==> src/rtl/lcd_text_sequencer_if.sv <==
// rtl/lcd_text_sequencer_if.sv - refresh, character buffer and lcd controller handshake bundle
interface lcd_text_sequencer_if;
  logic       iREFRESH;
  logic [4:0] oCHAR_ADDR;
  logic [7:0] iCHAR;
  logic       oBUSY;
  logic [7:0] oLCD_DATA;
  logic       oLCD_RS;
  logic       oLCD_START;
  logic       iLCD_DONE;

  modport master (
    input  iREFRESH, iCHAR, iLCD_DONE,
    output oCHAR_ADDR, oBUSY, oLCD_DATA, oLCD_RS, oLCD_START
  );

  modport slave (
    output iREFRESH, iCHAR, iLCD_DONE,
    input  oCHAR_ADDR, oBUSY, oLCD_DATA, oLCD_RS, oLCD_START
  );
endinterface

==> src/rtl/lcd_text_sequencer.sv <==
// rtl/lcd_text_sequencer.sv - HD44780 init plus 32-character redraw feeder for the lcd controller
module lcd_text_sequencer #(
  parameter int unsigned DLY_CYCLES = 262142
) (
  input  logic                 iCLK,
  input  logic                 iRST,
  lcd_text_sequencer_if.master bus
);
  localparam int unsigned CW = (DLY_CYCLES > 1) ? $clog2(DLY_CYCLES) : 1;
  localparam logic [CW-1:0] DLY_LAST = CW'(DLY_CYCLES - 1);

  typedef enum logic [1:0] {LOAD, WAIT_DONE, DELAY, IDLE} state_t;

  state_t        state;
  logic [5:0]    idx;
  logic [CW-1:0] dly_cnt;
  logic          pend;
  logic          start;
  logic [7:0]    data;
  logic          rs;
  logic          busy;
  logic [4:0]    char_addr;
  logic [7:0]    item_data;
  logic          item_rs;

  // Script positions 5..20 map to line 1 cells, 22..37 to line 2 cells.
  always_comb begin
    char_addr = 5'd0;
    if (idx >= 6'd5 && idx <= 6'd20)
      char_addr = 5'(idx - 6'd5);
    else if (idx >= 6'd22 && idx <= 6'd37)
      char_addr = 5'(idx - 6'd6);
  end

  always_comb begin
    item_rs   = 1'b0;
    item_data = 8'h00;
    case (idx)
      6'd0:    item_data = 8'h38;
      6'd1:    item_data = 8'h0C;
      6'd2:    item_data = 8'h01;
      6'd3:    item_data = 8'h06;
      6'd4:    item_data = 8'h80;
      6'd21:   item_data = 8'hC0;
      default: begin
        item_rs   = 1'b1;
        item_data = bus.iCHAR;
      end
    endcase
  end

  always_ff @(posedge iCLK) begin
    if (iRST) begin
      state   <= LOAD;
      idx     <= 6'd0;
      dly_cnt <= '0;
      pend    <= 1'b0;
      start   <= 1'b0;
      data    <= 8'h00;
      rs      <= 1'b0;
      busy    <= 1'b1;
    end else begin
      // Requests arriving mid-draw collapse into a single deferred redraw.
      if (bus.iREFRESH && busy)
        pend <= 1'b1;
      case (state)
        LOAD: begin
          data  <= item_data;
          rs    <= item_rs;
          start <= 1'b1;
          state <= WAIT_DONE;
        end
        WAIT_DONE: begin
          if (bus.iLCD_DONE) begin
            start   <= 1'b0;
            dly_cnt <= '0;
            state   <= DELAY;
          end
        end
        DELAY: begin
          if (dly_cnt == DLY_LAST) begin
            if (idx == 6'd37) begin
              busy  <= 1'b0;
              state <= IDLE;
            end else begin
              idx   <= idx + 6'd1;
              state <= LOAD;
            end
          end else begin
            dly_cnt <= dly_cnt + 1'b1;
          end
        end
        IDLE: begin
          // Redraws restart at the line 1 home command; init is never repeated.
          if (bus.iREFRESH || pend) begin
            idx   <= 6'd4;
            pend  <= 1'b0;
            busy  <= 1'b1;
            state <= LOAD;
          end
        end
        default: state <= LOAD;
      endcase
    end
  end

  assign bus.oCHAR_ADDR = char_addr;
  assign bus.oBUSY      = busy;
  assign bus.oLCD_DATA  = data;
  assign bus.oLCD_RS    = rs;
  assign bus.oLCD_START = start;
endmodule

==> src/flat_wrapper.sv <==
// flat-port wrapper written by rule: the top's interface ports become plain ports
module lcd_text_sequencer_flat 
#(
  parameter int unsigned DLY_CYCLES = 262142
)
  (iCLK, iRST, bus_iREFRESH, bus_iCHAR, bus_iLCD_DONE, bus_oCHAR_ADDR, bus_oBUSY, bus_oLCD_DATA, bus_oLCD_RS, bus_oLCD_START);
  lcd_text_sequencer_if bus_i ();
  input  logic iCLK;
  input  logic iRST;
  input wire logic [$bits(bus_i.iREFRESH)-1:0] bus_iREFRESH;
  input wire logic [$bits(bus_i.iCHAR)-1:0] bus_iCHAR;
  input wire logic [$bits(bus_i.iLCD_DONE)-1:0] bus_iLCD_DONE;
  output wire logic [$bits(bus_i.oCHAR_ADDR)-1:0] bus_oCHAR_ADDR;
  output wire logic [$bits(bus_i.oBUSY)-1:0] bus_oBUSY;
  output wire logic [$bits(bus_i.oLCD_DATA)-1:0] bus_oLCD_DATA;
  output wire logic [$bits(bus_i.oLCD_RS)-1:0] bus_oLCD_RS;
  output wire logic [$bits(bus_i.oLCD_START)-1:0] bus_oLCD_START;
  assign bus_i.iREFRESH = bus_iREFRESH;
  assign bus_i.iCHAR = bus_iCHAR;
  assign bus_i.iLCD_DONE = bus_iLCD_DONE;
  assign bus_oCHAR_ADDR = bus_i.oCHAR_ADDR;
  assign bus_oBUSY = bus_i.oBUSY;
  assign bus_oLCD_DATA = bus_i.oLCD_DATA;
  assign bus_oLCD_RS = bus_i.oLCD_RS;
  assign bus_oLCD_START = bus_i.oLCD_START;
  lcd_text_sequencer #(.DLY_CYCLES(DLY_CYCLES)) u_core (.iCLK(iCLK), .iRST(iRST), .bus(bus_i));
endmodule
==> config.mk <==
export PLATFORM = sky130hd
export DESIGN_NAME = lcd_text_sequencer_flat
export DESIGN_NICKNAME = d
export VERILOG_FILES = /design/src/rtl/lcd_text_sequencer_if.sv /design/src/rtl/lcd_text_sequencer.sv /design/src/flat_wrapper.sv
export SDC_FILE = /design/constraint.sdc
export NUM_CORES = 1
export LEC_CHECK = 0
export BUFFER_PORTS_ARGS = -buffer_cell sky130_fd_sc_hd__buf_4
export CORE_UTILIZATION = 52
export DETAILED_ROUTE_END_ITERATION = 10
export PLACE_DENSITY = 0.75
export SYNTH_ARGS = -nofsm -noshare
export SYNTH_HDL_FRONTEND = slang
export SYNTH_SLANG_ARGS = --single-unit
==> constraint.sdc <==
create_clock -name iCLK -period 2 [get_ports iCLK]
set_clock_uncertainty 0.05 [all_clocks]
set_input_delay 0.1 -clock iCLK [delete_from_list [all_inputs] [get_ports iCLK]]
set_output_delay 0.1 -clock iCLK [all_outputs]
set_load 0.02 [all_outputs]
==> impl_results.rst <==
.. list-table::
   :header-rows: 1

   * - Metric
     - Value
   * - Status
     - finished with violations
   * - Violations in the final reports
     - setup timing
   * - Floorplan core area
     - 4086 um^2
   * - Maximum buffer depth of the clock tree
     - 2
   * - Standby leakage power
     - approximately 1.2 nW
   * - Final min period
     - about 2100 ps
   * - Internal power consumption
     - approximately 1.2 mW
   * - Most instantiated cells after synthesis
     - 39 x sky130_fd_sc_hd__nor2_1, 38 x sky130_fd_sc_hd__dfxtp_1, 23 x sky130_fd_sc_hd__nand2_1
   * - Die outline width
     - between 60 and 70 um
   * - Number of iterations in the first detailed-routing pass
     - 5
   * - Die span in y
     - ~68 um
   * - Unrepaired setup endpoints after global routing
     - true
   * - Number of hold violations in the final report
     - 0
   * - Worst skew pair latency
     - roughly 290 ps
   * - FMAX
     - approximately 0.47 GHz
   * - Number of max-slew violations in the final report
     - 0
   * - Fraction of the cycle the final worst path needs
     - 107.0%
   * - Ordered list of cells on the worst path
     - buf_12, ha_4, o21ai_2, a211o_1, a21boi_4, o31ai_2, a221oi_2, buf_4
   * - Top cells by area, synth
     - sky130_fd_sc_hd__dfxtp_1 34%, sky130_fd_sc_hd__nor2_1 6.5%, sky130_fd_sc_hd__xnor2_1 6.2%
   * - Multi-input gate area in the final layout
     - about 1600 um^2
   * - Post-synth design cell area
     - ~2300 um^2
   * - Top cell type's share of synthesized area
     - between 30% and 40%
   * - Routed met2 length
     - just under 3 mm
   * - Max cap viols
     - 0
   * - Number of standard cells after synthesis
     - about 270
   * - Iteration-0 DRC Markers
     - around 250
   * - Routed len/inst
     - 16.02 um
   * - Worst path required time
     - between 1500 and 2000 ps
   * - Remaining global-route overflow
     - 0
   * - CTS root buffer
     - sky130_fd_sc_hd__clkbuf_8
   * - Max-slew headroom at the worst pin
     - 56.33%
   * - Fill cell total of the finished layout
     - approximately 280
   * - Crit start category
     - register
   * - Number of clock buffers inserted by TritonCTS
     - 5
   * - Fraction of layout instances using a drive strength above 1
     - 36.69%
   * - WP buf/inv
     - 2
   * - Part of the total power dissipated in the clock network
     - 35.0%
   * - Initial standard-cell utilization of the core
     - 55.45%
   * - Critical path start-end classification
     - reg -> out
   * - Pwr/cell area
     - ~500 nW/um^2
   * - Length of routed met3 wiring
     - approximately 330 um
   * - Count of flip-flops with a built-in enable after synthesis
     - 0
   * - Post-Route M1 WL
     - 2.825 mm
   * - I/O pin count
     - 28
   * - Largest stage delay on the critical path
     - approximately 370 ps
   * - Final #Nets
     - roughly 360
   * - Max Used Layer
     - met4
   * - Total negative slack for setup checks
     - -389.7 ps
   * - Number of antenna violations at the first check in global routing
     - 0
   * - Overall fraction of global-route tracks in use
     - between 20% and 30%
   * - Total detailed-routing wirelength
     - between 6 and 7 mm
   * - Cell area after placement
     - around 2800 um^2
   * - Total number of vias
     - between 2000 and 2500
   * - Cell variety after synth
     - 55
   * - CTS hold repair buffers
     - 0
   * - Clk sinks
     - 38
   * - Synth-to-Final Area Change
     - 38.43%
   * - Net switching component of the power
     - approximately 440 uW
   * - Std-Cell Rows
     - 23
   * - Synth Area per Inst
     - approximately 8.3 um^2
   * - Antenna diodes
     - 0
   * - Gpl congestion
     - 0.9030
   * - Cell family contributing the most delay on the critical path
     - compound AO/OA/AOI/OAI gates
   * - Most instantiated library cell after synthesis
     - sky130_fd_sc_hd__nor2_1
   * - Final ANT Viol Nets
     - 0
   * - Layout Cell Area excl Fill
     - ~3100 um^2
   * - Reg power frac
     - 50.5%
   * - Power share of the combinational group
     - between 10% and 20%
   * - FFs w/ async S/R, synth
     - 0%
   * - CTS tree
     - done
   * - Critical Path AT
     - just under 2000 ps
   * - Kind of end point of the critical path
     - primary output
   * - Number of global-route vias before repair
     - 2076
   * - Detailed Place HPWL
     - roughly 4.2 mm
   * - H-tree levels
     - 2
   * - Footprint of the flip-flops and latches
     - ~760 um^2
   * - Sequential share of the synthesized area
     - about a third
   * - Number of flip-flops and latches in the synthesized netlist
     - 38
   * - Mapped Nets
     - between 200 and 300
   * - Cell type of the slowest stage on the worst timing path
     - sky130_fd_sc_hd__dfxtp_2
   * - Maximum vdd drop
     - between 0.4 and 0.5 mV
   * - Number of setup violations in the final report
     - 6
   * - Total number of yosys warnings
     - 0
   * - DRC violation count after routing
     - 0
   * - Biggest fanout along the worst timing path
     - 4
   * - Largest area contributor in the synthesized netlist
     - sky130_fd_sc_hd__dfxtp_1
   * - Wire length of the first global-routing pass
     - 9.804 mm
   * - Fraction of power spent switching nets
     - 27.20%
   * - Die Area
     - approximately 4600 um^2
   * - Transition time at the pin with the least slew margin
     - 648.2 ps
   * - Least setup slack across all paths after layout
     - -140.3 ps
   * - Clock-pin slew on the worst setup and hold paths
     - ~80 ps
   * - Via-per-instance ratio
     - ~6
   * - Pin count of the biggest net entering global routing
     - 27
   * - Predominant post-synthesis flop cell
     - sky130_fd_sc_hd__dfxtp_1
   * - Type of the most critical hold path
     - in -> reg
   * - Port bufs
     - 27
kinds of logic (layout without fill, tap and decap cells):
kind of cell	after synthesis	after routing	share of synthesized area, %
compound gates	72	73	24.63
flops	38	38	33.57
fa+ha+maj	9	9	4.970
mux	4	4	1.877
buf+inv	25	90	4.141
xor+xnor	17	17	6.571
simple gates	107	107	24.24
placed cells by master, fill, tap and decap left out, drive strengths merged, types with 3 or more instances in the layout:
master,n
or4,3
nor4,8
nor3,3
a311oi,4
nand4,4
nand2,23
a21oi,10
ha,9
a211oi,13
clkbuf,7
dfxtp,38
o22ai,4
a2111oi,6
nand3,10
buf,73
nand2b,5
xnor2,16
inv,9
nor2,39
a21boi,3
o21ai,12
flip-flops by register name (all words and copies together), names as in the netlist:
name and count:
u_core.pend 1, u_core.state 2, u_core.bus.oBUSY 1, u_core.bus.oLCD_RS 1, u_core.bus.oLCD_START 1, u_core.dly_cnt 18, u_core.bus.oLCD_DATA 8, u_core.idx 6
final cells by class:
type	instances	share of cell area (%)
clock inverters	1	0.1596
multi-input cells	210	51.30
well taps	50	1.994
flip-flops and latches	38	24.37
clock buffers	7	2.752
inverters	9	1.077
repair buffers	73	18.35
worst paths after layout:
path,from,to,slack [ps],cells past startpoint
max,u_core.idx[1],bus_oCHAR_ADDR[3],-140,8
min,bus_iCHAR[4],u_core.bus.oLCD_DATA[4],8,3
max reg2reg,u_core.idx[1],u_core.bus.oLCD_DATA[2],-30,7
min reg2reg,u_core.bus.oLCD_START,u_core.bus.oLCD_START,450,2
tightest hold or removal path, cell delays in order:
cell,delay [ps]
sky130_fd_sc_hd__buf_4,110
sky130_fd_sc_hd__nand2_2,50
sky130_fd_sc_hd__a211oi_2,50
layer usage:
layer / up-vias / GRT usage (%)
met5: - / 0
met4: 0 / 9.635
met3: 17 / 7.333
met2: 92 / 44.12
met1: 1123 / 38.21
li1: 1139 / -
power by group through the flow:
stage	Combinational [mW]	Clock, mW	Sequential (mW)
after floorplan	0.102	0	0.847
after global routing	0.251	0.611	0.813
after CTS	0.217	0.567	0.808
after global placement	0.212	0	0.824
after detailed placement	0.216	0	0.825
final	0.232	0.560	0.808
timing repair:
item / in CTS / in global routing
resized for setup: 25 / 19
pin swaps: 10 / 18
endpoints found under the hold margin: 0 / 0
setup endpoints to repair: 12 / 22
cloned: 1 / 0
setup buffers: 6 / 1
metrics by stage:
stage / instances / total power, mW / setup WS [ps] / hold slack, ps / utilization, %
after floorplan: 272 / 0.9497 / -9.863 / 195.5 / -
after global placement: 372 / 1.036 / 23.29 / 311.4 / 68.19
after detailed placement: 372 / 1.041 / -32.05 / 318.6 / 68.19
after CTS: 387 / 1.592 / -67.95 / 7.088 / 74.19
after global routing: 388 / 1.675 / -182.7 / 8.103 / 76.76
final: 388 / 1.600 / -140.3 / 7.703 / 76.76
Power figures use the tool's default switching activity.
